$ cat src/rtl/pwm_serializer.sv
// pwm_serializer: turns a 0..100 % duty command into a fixed-frequency PWM
// waveform. Commands arrive over valid/ready into a one-deep shadow register
// and are applied only at period boundaries, so no period is ever truncated.
//
// Optional feature macro: PWM_RAMP_EN. When defined, the shadow value loads a
// target register and active_duty slews toward it by at most RAMP_STEP per
// period. When undefined, active_duty loads straight from the shadow register.
//
// Ports:
//   clk          system clock, all logic on posedge
//   reset        asynchronous, active-high reset
//   enable       level-sensitive run request
//   duty_in      commanded duty in percent (values > 100 clamp to 100)
//   duty_valid   duty_in valid this cycle
//   duty_ready   shadow register empty, a command can be accepted
//   signal       registered PWM waveform
//   period_start one-cycle pulse in the first cycle of every period
//   active_duty  duty currently being generated
//   busy         state machine is not IDLE
module pwm_serializer #(
  parameter int WAVE_FREQ  = 10,
  parameter int PULSE_FREQ = 1000,
  parameter int SYS_FREQ   = 100000,
  parameter int RAMP_STEP  = 5
) (
  input  logic       clk,
  input  logic       reset,
  input  logic       enable,
  input  logic [6:0] duty_in,
  input  logic       duty_valid,
  output logic       duty_ready,
  output logic       signal,
  output logic       period_start,
  output logic [6:0] active_duty,
  output logic       busy
);

  localparam int unsigned WAVE_WINDOW = SYS_FREQ / WAVE_FREQ;
  localparam int unsigned SLICE       = WAVE_WINDOW / 100;
  localparam int unsigned CW          = $clog2(WAVE_WINDOW) + 1;

  localparam logic [1:0] IDLE  = 2'd0;
  localparam logic [1:0] RUN   = 2'd1;
  localparam logic [1:0] DRAIN = 2'd2;

  // Reject configurations where a period cannot be split into whole percent
  // slices; PULSE_FREQ only rides along for deserializer compatibility.
  if ((WAVE_WINDOW % 100) != 0 || WAVE_WINDOW < 100 || PULSE_FREQ < 0 ||
      RAMP_STEP < 0) begin : g_bad_cfg
    $error("pwm_serializer: SYS_FREQ/WAVE_FREQ must be a non-zero multiple of 100");
  end

  localparam logic [CW-1:0] LAST = CW'(WAVE_WINDOW - 1);

  logic [1:0]    state, state_n;
  logic [CW-1:0] counter, counter_n;
  logic [6:0]    shadow, shadow_n;
  logic [6:0]    active_n;
  logic          ready_n;
  logic          signal_n;
  logic          boundary_n;
  logic          busy_n;
  logic [6:0]    duty_clamped;
  logic          accept;
  logic          transfer;

`ifdef PWM_RAMP_EN
  logic [6:0] target, target_n;
  logic [6:0] ramp_diff;
  logic [6:0] ramp_amt;
  localparam logic [6:0] STEP = 7'(RAMP_STEP);
`endif

  // Next-state and next-output logic
  always_comb begin
    state_n   = state;
    counter_n = counter;
    shadow_n  = shadow;
    active_n  = active_duty;
    ready_n   = duty_ready;
`ifdef PWM_RAMP_EN
    target_n  = target;
    ramp_diff = 7'd0;
    ramp_amt  = 7'd0;
`endif

    case (state)
      IDLE: begin
        counter_n = '0;
        if (enable) state_n = RUN;
      end
      RUN: begin
        counter_n = (counter == LAST) ? '0 : counter + CW'(1);
        // Dropping enable in the last cycle already completes the period.
        if (!enable) state_n = (counter == LAST) ? IDLE : DRAIN;
      end
      DRAIN: begin
        counter_n = (counter == LAST) ? '0 : counter + CW'(1);
        if (enable)               state_n = RUN;
        else if (counter == LAST) state_n = IDLE;
      end
      default: begin
        state_n   = IDLE;
        counter_n = '0;
      end
    endcase

    // Boundary is the first RUN cycle of a period; decided here so the new
    // duty, the pulse and the waveform all line up in that cycle.
    boundary_n   = (state_n == RUN) && (counter_n == '0);
    duty_clamped = (duty_in > 7'd100) ? 7'd100 : duty_in;
    accept       = duty_valid && duty_ready;
    transfer     = boundary_n && !duty_ready;

    if (transfer) begin
      ready_n = 1'b1;
`ifdef PWM_RAMP_EN
      target_n = shadow;
`else
      active_n = shadow;
`endif
    end

`ifdef PWM_RAMP_EN
    // Slew toward the target by at most STEP per boundary.
    if (boundary_n) begin
      if (target_n > active_duty) begin
        ramp_diff = target_n - active_duty;
        ramp_amt  = (ramp_diff > STEP) ? STEP : ramp_diff;
        active_n  = active_duty + ramp_amt;
      end else begin
        ramp_diff = active_duty - target_n;
        ramp_amt  = (ramp_diff > STEP) ? STEP : ramp_diff;
        active_n  = active_duty - ramp_amt;
      end
    end
`endif

    // accept and transfer are exclusive: one needs ready high, the other low.
    if (accept) begin
      shadow_n = duty_clamped;
      ready_n  = 1'b0;
    end

    busy_n   = (state_n != IDLE);
    signal_n = busy_n && (counter_n < (CW'(active_n) * CW'(SLICE)));
  end

  // State and output registers
  always_ff @(posedge clk or posedge reset) begin
    if (reset) begin
      state        <= IDLE;
      counter      <= '0;
      shadow       <= 7'd0;
      duty_ready   <= 1'b1;
      active_duty  <= 7'd0;
      signal       <= 1'b0;
      period_start <= 1'b0;
      busy         <= 1'b0;
`ifdef PWM_RAMP_EN
      target       <= 7'd0;
`endif
    end else begin
      state        <= state_n;
      counter      <= counter_n;
      shadow       <= shadow_n;
      duty_ready   <= ready_n;
      active_duty  <= active_n;
      signal       <= signal_n;
      period_start <= boundary_n;
      busy         <= busy_n;
`ifdef PWM_RAMP_EN
      target       <= target_n;
`endif
    end
  end

endmodule

$ cat config.mk
export PLATFORM = sky130hd
export DESIGN_NAME = pwm_serializer
export DESIGN_NICKNAME = d
export VERILOG_FILES = /design/src/rtl/pwm_serializer.sv
export SDC_FILE = /design/constraint.sdc
export NUM_CORES = 1
export LEC_CHECK = 0
export ABC_AREA = 1
export ABC_CLOCK_PERIOD_IN_PS = 4500
export BUFFER_PORTS_ARGS = -buffer_cell sky130_fd_sc_hd__buf_2
export CAP_MARGIN = 15
export CORE_ASPECT_RATIO = 2
export CORE_MARGIN = 2
export CORE_UTILIZATION = 25
export CTS_BUF_LIST = sky130_fd_sc_hd__clkbuf_8 sky130_fd_sc_hd__clkbuf_16
export DETAILED_ROUTE_END_ITERATION = 10
export GPL_TIMING_DRIVEN = 0
export REMOVE_ABC_BUFFERS = 1
export SLEW_MARGIN = 20
export SYNTH_ARGS = -nofsm -noshare
export SYNTH_HDL_FRONTEND = slang
export SYNTH_SLANG_ARGS = --single-unit
$ cat constraint.sdc
create_clock -name clk -period 4.5 [get_ports clk]
set_input_delay 0.225 -clock clk [delete_from_list [all_inputs] [get_ports clk]]
set_output_delay 0.225 -clock clk [all_outputs]
set_load 0.05 [all_outputs]
==> impl_metrics.env, run 1 <==
export IMPL_final_layout_size_suffix_gt1_share_pct=33.8
export IMPL_gp_congestion=0.830
export IMPL_n_fill_cell=1050
export IMPL_antenna_found_initial=0
export IMPL_port_buffers=21
export IMPL_path_max_fanout=7
export IMPL_grt_usage_pct=12.6
export IMPL_start_util_pct=25.5
export IMPL_worstPathArrival_ns=5.21
export IMPL_violations="negative setup slack"
export IMPL_cts_buffers=5
export IMPL_cp_start_kind="flip-flop"
export IMPL_clock_skew_ns=0.00775
export IMPL_ys_async_sr_fraction_pct=100
export IMPL_crit_slowest_cell="fa_1"
export IMPL_final_setup_viol_count=1
export IMPL_final_cell_mix="nand2_1, inv_1, ha_1, dfrtp_1, buf_4"
export IMPL_coreArea_um2=10400
export IMPL_worstSetupStartpoint="counter[0]"
export IMPL_path_buf_inv=2
export IMPL_place_hpwl_mm=5.17
export IMPL_tns_ns=-0.500
export IMPL_ant_nets=0
export IMPL_cts_root_buf="clkbuf_16"
export IMPL_hold_viol_final=0
export IMPL_slew_headroom_pct=51.1
export IMPL_vias=2415
export IMPL_status="finished with violations"
export IMPL_viasPerCell=4.56
export IMPL_cts_buffer_depth=2
export IMPL_rows=53
export IMPL_worstPathRequired_ns=4.71
export IMPL_cts_tree="done"
export IMPL_period_needed_ns=5.00
export IMPL_route_detailed_drc=0
export IMPL_yosys_warnings=0
export IMPL_wirelength_mm=7.05
export IMPL_insertion_delay_ns=0.29
export IMPL_ys_types=35
export IMPL_fmax_ghz=0.200
export IMPL_critical_path_class="reg2reg"
export IMPL_max_cap_violations=0
export IMPL_htreeDepth=2
export IMPL_cts_sinks=35
export IMPL_overflow=0
export IMPL_final_common_cell="nand2_1"
export IMPL_grt_pass1_vias=2551
export IMPL_post_drt_wl_per_cell_um=13.3
export IMPL_final_area_um2=3610
export IMPL_pin_count=22
export IMPL_grt_max_degree=36
export IMPL_worst_setup_path_end_kind="flip-flop"
export IMPL_diodes=0
export IMPL_crit_top_cell="ha_4"
export IMPL_crit_family="simple AND/OR/NAND/NOR gates"
export IMPL_r2r_start="counter[0]"
export IMPL_postCtsHoldBufs=0
export IMPL_hold_class="in2async"
export IMPL_cp_slowest_stage_delay_ns=0.57
export IMPL_synth_seq_cells=35
export IMPL_die_area_um2=11500
export IMPL_firstDrtPassIters=4
export IMPL_area_growth_pct=35.6
export IMPL_max_slew_worst_pin_slew_ns=0.732
export IMPL_placement_cell_area_um2=2920
export IMPL_period_share_pct=111
export IMPL_synth_cells=340
export IMPL_syn_avg_cell_area_um2=7.82
export IMPL_synthFlopType="dfrtp_1"
export IMPL_path_clk_slew_ns=0.06
export IMPL_synth_edf_count=0
export IMPL_synth_area_um2=2660
export IMPL_fp_dieH_um=150
export IMPL_rsz0062_at_grt="yes"
export IMPL_report_final_slew_viol_count=0
export IMPL_yosysSeqAreaShare_pct=33.0
export IMPL_grt_pass1_wl_mm=11.5
export IMPL_nets=446
export IMPL_drt_iter0_drc=78
export IMPL_die_w_um=76.9
export IMPL_setup_slack_ns=-0.500
[sequential cells by signal (all words and copies together) (netlist names)]
| register | flops |
|---|---|
| active_duty | 7 |
| busy | 1 |
| counter | 15 |
| duty_ready | 1 |
| period_start | 1 |
| shadow | 7 |
| signal | 1 |
| state | 2 |
[worst reg2reg max path: cells and delay by family, from the launching register on]
kind,cells,cell delay [ns]
buffers and inverters,2,0.23
AO/OA/AOI/OAI,5,0.71
adder cells (fa/ha/maj),6,1.68
XOR/XNOR,1,0.17
AND/OR/NAND/NOR,16,1.73
flip-flops,1,0.42
[cells by family after synthesis]
logic type                 share of synthesized area, %
DFF                                                33.0
buffers and inverters                              8.65
and+or+nand+nor                                    27.3
xor gates and xnor gates                           2.30
AOI/OAI and AO/OA                                  8.00
adders and majority gates                          20.8
[synthesized netlist by cell type (all sizes together), types with 2 or more instances]
cell type	number	area share (%)
nand2	79	11
inv	54	7.6
ha	41	19
nor2	39	6.7
dfrtp	34	32
nand3	30	6.0
a21oi	14	2.8
o21ai	14	2.6
nand4	8	1.9
xnor2	4	1.3
xor2	3	0.99
and2	2	0.56
buf	2	0.61
clkinv	2	0.28
fa	2	1.5
o21a	2	1.1
or2	2	0.47
[layer usage]
metal | track usage, % | wire length, µm
met1 | 11.3 | 2360
met2 | 26.5 | 4290
met3 | 1.27 | 103
met4 | 6.82 | 293
met5 | 0 | 0
[through the flow]
stage | setup WS (ns) | util [%] | cells | hold slack, ns
CTS | -0.500 | 33.7 | 525 | 0.0871
detailed placement | -1.58 | 28.0 | 495 | 0.393
finish | -0.500 | 34.6 | 530 | 0.0591
global placement | -1.44 | 28.0 | 495 | 0.392
floorplan | -0.493 | - | 337 | 0.288
global route | -0.755 | 34.6 | 530 | 0.108
[what timing repair did]
action / 4_1_cts / 5_1_grt
cloned: 1 / 0
pin swaps: 31 / 29
setup endpoints to repair: 1 / 1
resized for setup: 58 / 18
setup buffers: 21 / 5
[worst paths after layout]
kind	cells past startpoint	slack, ns	end
max	30	-0.50	signal
min in group clk	2	0.10	duty_ready
min reg2reg	2	0.50	shadow[6]
min	2	0.06	busy
max in group asynchronous	2	3.92	counter[8]
max reg2reg	30	-0.50	signal
[final cells by class]
cell class              count  area [µm²]  area share (%)
clock buffers               5         125            3.47
clock inverters             3        43.8            1.21
inverters                  56         211            5.86
well taps                 137         171            4.75
repair buffers             47         300            8.33
multi-input cells         247        1870            52.0
flip-flops and latches     35         880            24.4
Power of run 1 is not shown: default switching activity piles up to over one toggle a cycle in this logic, so the estimate is an artifact.
==> run 2, diff against run 1 <==
Settings changed: CORE_UTILIZATION 25 to 45, PLACE_DENSITY set to 0.65.
==> run 2 against run 1 <==
Net effect: the run still ends with negative setup slack left; clock-buffer cell count stayed put; register-to-register slack better by 0.03 ns; worst setup slack better by 0.034 ns; sequential cell count stayed put; worst hold slack worse by 0.0073 ns; wire length is 3.2% lower; non-clock buffer count is 8 higher; cell count is 13% lower; fmax is 0.69% higher; die area is 43% lower; design area is 0.52% higher; critical path type unchanged; largest cell class unchanged.
==> impl_metrics.env, run 2 (synthesized netlist as in run 1, its figures left out) <==
export IMPL_post_place_ws_ns=-1.61
export IMPL_cp_slowest_stage_delay_ns=0.41
export IMPL_cts_sinks=35
export IMPL_grt_pass1_wl_mm=10.9
export IMPL_hold_class="in2async"
export IMPL_clock_skew_ns=0.00327
export IMPL_fp_dieH_um=113
export IMPL_grt_usage_pct=21.9
export IMPL_diodes=0
export IMPL_final_util_pct=63.5
export IMPL_grt_pass1_vias=2527
export IMPL_grt_max_degree=36
export IMPL_final_setup_viol_count=1
export IMPL_reg_top3="counter (15), active_duty (7), shadow (7)"
export IMPL_viasPerCell=5.34
export IMPL_crit_top_cell="ha_1"
export IMPL_dp_cells=419
export IMPL_crit_slowest_cell="dfrtp_1"
export IMPL_worstPathArrival_ns=5.13
export IMPL_die_area_um2=6580
export IMPL_area_growth_pct=36.3
export IMPL_gp_congestion=0.833
export IMPL_antenna_found_initial=0
export IMPL_drt_iter0_drc=68
export IMPL_period_needed_ns=4.97
export IMPL_final_common_cell="nand2_1"
export IMPL_routed_top_layer="met4"
export IMPL_postCtsHoldBufs=0
export IMPL_max_cap_violations=0
export IMPL_path_clk_slew_ns=0.05
export IMPL_firstDrtPassIters=5
export IMPL_period_share_pct=110
export IMPL_cp_start_kind="flip-flop"
export IMPL_report_final_slew_viol_count=0
export IMPL_htreeDepth=2
export IMPL_overflow=0
export IMPL_nets=454
export IMPL_final_cell_mix="nand2_1, inv_1, ha_1, buf_4, dfrtp_1"
export IMPL_wl_met3_um=171
export IMPL_die_w_um=58.4
export IMPL_cts_root_buf="clkbuf_16"
export IMPL_largest_reg_flops=15
export IMPL_met1Wirelength_mm=2.19
export IMPL_max_slew_worst_pin_slew_ns=0.707
export IMPL_path_max_fanout=7
export IMPL_critical_path_class="reg2reg"
export IMPL_place_hpwl_mm=4.63
export IMPL_final_layout_size_suffix_gt1_share_pct=35.9
export IMPL_cts_tree="done"
export IMPL_coreArea_um2=5710
export IMPL_post_drt_wl_per_cell_um=14.8
export IMPL_rsz0062_at_grt="yes"
export IMPL_pin_count=22
export IMPL_slew_headroom_pct=52.8
export IMPL_cts_buffers=5
export IMPL_violations="negative setup slack"
export IMPL_port_buffers=21
export IMPL_route_detailed_drc=0
export IMPL_instances_no_fill=462
export IMPL_n_fill_cell=454
export IMPL_met2WireLength_mm=4.16
export IMPL_start_util_pct=46.6
export IMPL_wirelength_mm=6.82
export IMPL_insertion_delay_ns=0.28
export IMPL_vias=2469
export IMPL_ant_nets=0
export IMPL_status="finished with violations"
export IMPL_setup_slack_ns=-0.466
export IMPL_top_register="counter"
export IMPL_worstPathRequired_ns=4.66
export IMPL_hold_viol_final=0
export IMPL_fmax_ghz=0.201
export IMPL_rows=39
export IMPL_cts_buffer_depth=2
export IMPL_worst_setup_path_end_kind="flip-flop"
run 2: layout make-up:
type	count	area (µm²)	area share, %
multi-input combinational	247	1900	52.3
clock inverter	3	63.8	1.76
tap	61	76.3	2.11
clock buffer	5	125	3.45
sequential	35	881	24.3
timing repair buffer	55	364	10.0
inverter	56	218	6.01
run 2: worst paths after layout:
kind                       startpoint            to  slack, ns  depth (start not counted)
max reg2reg                counter[0]        signal      -0.47                         30
max                        counter[0]        signal      -0.47                         30
min reg2reg                 shadow[5]     shadow[5]       0.49                          2
min                             reset  period_start       0.05                          2
max in group asynchronous       reset   counter[11]       3.94                          2
min in group clk           duty_valid    duty_ready       0.10                          2
run 2: repair_timing:
item	CTS	global route
cloned	1	0
endpoints found under the setup margin	1	1
buffers inserted	23	11
pin swaps	33	24
resized for setup	66	17
run 2: worst max-delay path, delay by kind of cell (launching register included):
family | cells | cell delay [ns]
AOI/OAI and AO/OA | 5 | 0.65
xor gates and xnor gates | 1 | 0.15
adders and majority gates | 6 | 1.62
buffers and inverters | 6 | 0.51
DFF | 1 | 0.41
and+or+nand+nor | 12 | 1.48
run 2: layer usage:
metal	up-vias	track usage, %
met5	-	0
met4	0	12.9
met3	19	2.63
met2	63	43.7
met1	1165	19.0
li1	1222	-
run 2: metrics by stage:
| stage | cell area, µm² | hold slack (ns) | setup TNS [ns] |
|---|---|---|---|
| 2_1_floorplan | 2640 | 0.288 | -0.493 |
| 3_3_place_gp | 2820 | 0.390 | -1.55 |
| 3_5_place_dp | 2820 | 0.379 | -1.61 |
| 4_1_cts | 3490 | 0.0797 | -0.502 |
| 5_1_grt | 3620 | 0.126 | -0.725 |
| 6_report | 3620 | 0.0519 | -0.466 |
Power of run 2 is left out for the same reason.
